$ cat src/rtl/seq_div_unit.sv
// seq_div_unit: multi-cycle restoring divider, signed/unsigned, RADIX_BITS quotient bits per cycle
module seq_div_unit #(
    parameter int WIDTH      = 8,
    parameter int RADIX_BITS = 1
) (
    input  logic             clk,
    input  logic             rst_n,
    input  logic             start,
    input  logic             signedMode,
    input  logic [WIDTH-1:0] dividend,
    input  logic [WIDTH-1:0] divisor,
    output logic [WIDTH-1:0] quotient,
    output logic [WIDTH-1:0] remainder,
    output logic             busy,
    output logic             done,
    output logic             divByZero
);
    localparam int K  = WIDTH / RADIX_BITS;
    localparam int CW = (K > 1) ? $clog2(K) : 1;

    if (RADIX_BITS < 1 || WIDTH < 2 || (WIDTH % RADIX_BITS) != 0) begin : g_bad_params
        $error("seq_div_unit: RADIX_BITS must be >= 1 and divide WIDTH, WIDTH must be >= 2");
    end

    typedef enum logic [1:0] {IDLE, RUN, FIX} state_t;

    state_t           state_q, state_d;
    logic             sa_q, sa_d, sb_q, sb_d, dz_q, dz_d;
    logic [WIDTH-1:0] dvd_q, dvd_d, dvs_q, dvs_d, prem_q, prem_d;
    logic [CW-1:0]    cnt_q, cnt_d;
    logic [WIDTH-1:0] quo_q, quo_d, rem_q, rem_d;
    logic             done_q, done_d, dzo_q, dzo_d;
    logic [WIDTH:0]   step_sh, step_diff;
    logic [WIDTH-1:0] step_r, step_d;

    assign quotient  = quo_q;
    assign remainder = rem_q;
    assign busy      = (state_q != IDLE);
    assign done      = done_q;
    assign divByZero = dzo_q;

    // RADIX_BITS chained restoring steps; dvd shifts out dividend bits and shifts in quotient bits
    always_comb begin
        step_r    = prem_q;
        step_d    = dvd_q;
        step_sh   = '0;
        step_diff = '0;
        for (int i = 0; i < RADIX_BITS; i++) begin
            step_sh   = {step_r, step_d[WIDTH-1]};
            step_diff = step_sh - {1'b0, dvs_q};
            step_r    = step_diff[WIDTH] ? step_sh[WIDTH-1:0] : step_diff[WIDTH-1:0];
            step_d    = {step_d[WIDTH-2:0], ~step_diff[WIDTH]};
        end
    end

    // next-state and datapath updates
    always_comb begin
        state_d = state_q;
        sa_d    = sa_q;
        sb_d    = sb_q;
        dz_d    = dz_q;
        dvd_d   = dvd_q;
        dvs_d   = dvs_q;
        prem_d  = prem_q;
        cnt_d   = cnt_q;
        quo_d   = quo_q;
        rem_d   = rem_q;
        dzo_d   = dzo_q;
        done_d  = 1'b0;
        case (state_q)
            IDLE: if (start) begin
                sa_d    = signedMode & dividend[WIDTH-1];
                sb_d    = signedMode & divisor[WIDTH-1];
                dz_d    = (divisor == '0);
                dvs_d   = sb_d ? -divisor : divisor;
                // on divide-by-zero keep the raw dividend: it is returned as the remainder
                dvd_d   = (dz_d || !sa_d) ? dividend : -dividend;
                prem_d  = '0;
                cnt_d   = '0;
                state_d = dz_d ? FIX : RUN;
            end
            RUN: begin
                prem_d  = step_r;
                dvd_d   = step_d;
                cnt_d   = cnt_q + 1'b1;
                state_d = (cnt_q == CW'(K - 1)) ? FIX : RUN;
            end
            FIX: begin
                quo_d   = dz_q ? '1 : ((sa_q ^ sb_q) ? -dvd_q : dvd_q);
                rem_d   = dz_q ? dvd_q : (sa_q ? -prem_q : prem_q);
                dzo_d   = dz_q;
                done_d  = 1'b1;
                state_d = IDLE;
            end
            default: state_d = IDLE;
        endcase
    end

    // FSM state register
    always_ff @(posedge clk or negedge rst_n) begin
        if (!rst_n) state_q <= IDLE;
        else        state_q <= state_d;
    end

    // operand, iteration and result registers
    always_ff @(posedge clk or negedge rst_n) begin
        if (!rst_n) begin
            sa_q   <= 1'b0;
            sb_q   <= 1'b0;
            dz_q   <= 1'b0;
            dvd_q  <= '0;
            dvs_q  <= '0;
            prem_q <= '0;
            cnt_q  <= '0;
            quo_q  <= '0;
            rem_q  <= '0;
            dzo_q  <= 1'b0;
            done_q <= 1'b0;
        end else begin
            sa_q   <= sa_d;
            sb_q   <= sb_d;
            dz_q   <= dz_d;
            dvd_q  <= dvd_d;
            dvs_q  <= dvs_d;
            prem_q <= prem_d;
            cnt_q  <= cnt_d;
            quo_q  <= quo_d;
            rem_q  <= rem_d;
            dzo_q  <= dzo_d;
            done_q <= done_d;
        end
    end
endmodule
$ cat config.mk
export PLATFORM = sky130hd
export DESIGN_NAME = seq_div_unit
export DESIGN_NICKNAME = d
export VERILOG_FILES = /design/src/rtl/seq_div_unit.sv
export SDC_FILE = /design/constraint.sdc
export NUM_CORES = 1
export LEC_CHECK = 0
export CELL_PAD_IN_SITES_DETAIL_PLACEMENT = 0
export CELL_PAD_IN_SITES_GLOBAL_PLACEMENT = 2
export CORE_UTILIZATION = 34
export DETAILED_ROUTE_END_ITERATION = 8
export MAX_ROUTING_LAYER = met4
export PLACE_DENSITY_LB_ADDON = 0.1
export SKIP_LAST_GASP = 1
export SLEW_MARGIN = 5
export SYNTH_ARGS = -nofsm -noshare
export SYNTH_HDL_FRONTEND = slang
export SYNTH_SLANG_ARGS = --single-unit
$ cat constraint.sdc
create_clock -name clk -period 3.3 [get_ports clk]
set_clock_uncertainty 0.15 [all_clocks]
set_input_delay 0.33 -clock clk [delete_from_list [all_inputs] [get_ports clk]]
set_output_delay 0.33 -clock clk [all_outputs]
set_load 0.005 [all_outputs]
==> qor.yml <==
outcome:
  status: "finished, violations left"
  failed_checks: "hold timing"
sta:
  fmax_mhz: 372
  rsz0062_at_grt: "false"
  hold_violations: 38
  setup_viol: 0
  setup_tns_ps: 0
  maxSlewHeadroom_pct: 46.8
  fin_crit_ps: 2690
  tightestPinTransition_ps: 797
  finalHoldWorstSlack_ps: -20.4
  final.period_utilization_pct: 81.6
  layout_setup_ws_ps: 609
  slew_viol_final: 0
floorplan:
  pin_count: 39
  dieHeight_um: 96
  start_util_pct: 35.8
  die_width_um: 96
  core_um2: 8380
  core.rowCount: 33
  die_area_um2: 9220
logic_synthesis:
  synth_compound_area_share_pct: 17.3
  synth_area_per_cell_um2: 8.66
  seq_area_frac_synth_pct: 41.6
  synthAdderAreaFrac_pct: 6.50
  synth_fp_nets: 382
  synthFlopType: "dfrtp_1"
  muxShareOfSynthArea_pct: 3.00
  ys_ff_latch: 50
  yosysWarnings: 0
  async_flop_share_pct: 100
  synthXorXnorAreaFrac_pct: 8.16
  synth_edf_count: 0
  yosys.area_share.simple_pct: 18.5
  synth_cell_types: 43
  synth_top_family_by_area: "simple AND/OR/NAND/NOR gates"
  synthesis.area_um2: 3000
  synthCells: 347
detailed_routing:
  routed-via-count: 2464
  wl_per_cell_um: 14.8
  drc: 0
  firstDrtPassIters: 4
  ant_nets: 0
  routed_wl_um: 7240
  drt_first_iter_violations: 90
  via_per_inst: 5.04
final_layout:
  nFillCells: 878
  syn_to_final_growth_pct: 18.9
  final_cell_mix: "dfrtp_1 (50), nand2_1 (43), o21ai_0 (39)"
  nNetsFinal: 418
  final_common_cell: "dfrtp_1"
  drive_above_1_share_pct: 4.43
  antenna_cells: 0
power_and_ir_drop:
  powerDensity_nw_per_um2: 987
  leakagePower_nw: 1.58
  ir_drop_uv: 307
setup_path:
  cp_slowest_stage_delay_ps: 400
  crit_path_end_kind: "flip-flop"
  r2r-start: "dvd_q[7]"
  critPathLaunchType: "flip-flop"
  r2r_slack_ps: 610
  crit_fanout: 6
  crit_chain: "inv_1 -> ha_1 -> fa_1 -> nand2b_1 -> a211oi_2 -> mux2i_1 -> nor2_1 -> buf_4 -> or3_1 -> o311ai_1"
  required_ps: 3350
  cp_slowest_cell: "fa_1"
  worst_ep_arrival_time_ps: 2740
  worstReg2RegEnd: "prem_q[1]"
  rr_worst_depth: 10
  path_class: "flip-flop to flip-flop"
clocking:
  numClockSinks: 50
  cts_buffers: 5
  cts_tree: "yes"
  postCtsSetupBuffers: 0
  clock_latency_ps: 310
  cts_resized: 0
  htreeDepth: 2
  hold_buffers: 0
  clk_pin_slew_ps: 100
  cts-root-buf: "clkbuf_8"
  clockBufferDepth: 2
placement:
  io_buffer_count: 38
  dp_hpwl_um: 5510
  dp_slack_ps: 630
  gp_congestion: 0.779
global_route:
  track_usage_pct: 18.0
  grt_pass1_vias: 2430
  grt_max_degree: 51
  grt_overflow_total: 0
  grt_pass1_wl_um: 12100
  grt_antenna_before_repair: 0
flow_run:
  drv_cap: 0
hold_path:
  hold_class: "input port to async pin"
metrics by stage:
step	hold slack (ps)	util, %	power (mW)	instance area, um2	cells
finish	-20.4	42.6	3.52	3570	489
global route	43.9	42.6	3.90	3570	489
CTS	7.94	42.6	3.56	3570	489
detailed placement	305	41.6	3.19	3490	481
global placement	303	41.6	3.17	3490	481
floorplan	-116	-	2.53	3000	347
critical path, delay by kind of cell, from the launching register on:
kind                       cells  cell delay (ps)
AOI/OAI and AO/OA              2              310
DFF                            1              390
adders and majority gates      2              630
muxes                          1              250
and+or+nand+nor                3              600
buffers and inverters          2              250
cell families (layout without fill, tap and decap cells):
family / Yosys count / in the layout
DFF: 50 / 50
buffers and inverters: 35 / 72
xor gates and xnor gates: 28 / 28
AOI/OAI and AO/OA: 89 / 89
muxes: 9 / 9
adders and majority gates: 15 / 15
and+or+nand+nor: 121 / 121
registers in the layout (all words and copies together), names as in the netlist:
signal,count
sa_q,1
dvs_q,8
dz_q,1
prem_q,8
sb_q,1
cnt_q,3
divByZero,1
state_q,2
dvd_q,8
done,1
quotient,8
remainder,8
cell type report:
| type | count | area (um2) | area share [%] |
|---|---|---|---|
| inverter | 20 | 75.1 | 2.10 |
| tap | 105 | 131 | 3.68 |
| timing repair buffer | 44 | 420 | 11.8 |
| sequential | 50 | 1250 | 35.0 |
| multi-input combinational | 262 | 1610 | 45.0 |
| clock inverter | 2 | 13.8 | 0.385 |
| clock buffer | 6 | 72.6 | 2.03 |
power by group:
group          internal [mW]  total, mW  leakage [nW]  switching [mW]
Sequential             0.879       1.16         0.639           0.285
Combinational          0.946       2.00         0.893            1.06
Clock                  0.150      0.359        0.0452           0.209
Total                   1.97       3.52          1.58            1.55
layer usage:
metal	vias up	track usage, %	part of all wire [%]
met5	-	-	0
met2	43	28.1	45
met4	0	3.73	0.91
met3	7	3.55	2.9
li1	1261	-	-
met1	1153	24.3	52
cells in the mapped netlist (all sizes together), types with 3 or more instances:
library cell	n	area, um2
dfrtp	50	1250
nand2	43	161
o21ai	41	205
nor2	33	124
a21oi	25	125
inv	19	71.3
xnor2	17	149
ha	14	175
nand3	12	60.1
clkbuf	11	41.3
xor2	11	96.3
mux2i	9	90.1
nand2b	8	50.1
or3	7	48.8
nor2b	6	37.5
o31ai	6	50.1
and3	4	25.0
buf	4	28.8
nor3	3	15.0
o311ai	3	26.3
how the worst max path moves through the flow:
| stage | endpoint | slack, ps | startpoint | depth (start not counted) |
|---|---|---|---|---|
| finish | prem_q[1] | 610 | dvd_q[7] | 10 |
| global route | prem_q[0] | 400 | dvd_q[7] | 10 |
| CTS | prem_q[1] | 590 | dvd_q[7] | 10 |
| detailed placement | prem_q[0] | 630 | dvd_q[7] | 10 |
| global placement | prem_q[0] | 710 | dvd_q[7] | 10 |
| floorplan | prem_q[1] | 830 | dvd_q[7] | 10 |
No activity file was read; power rests on OpenSTA's default activity.
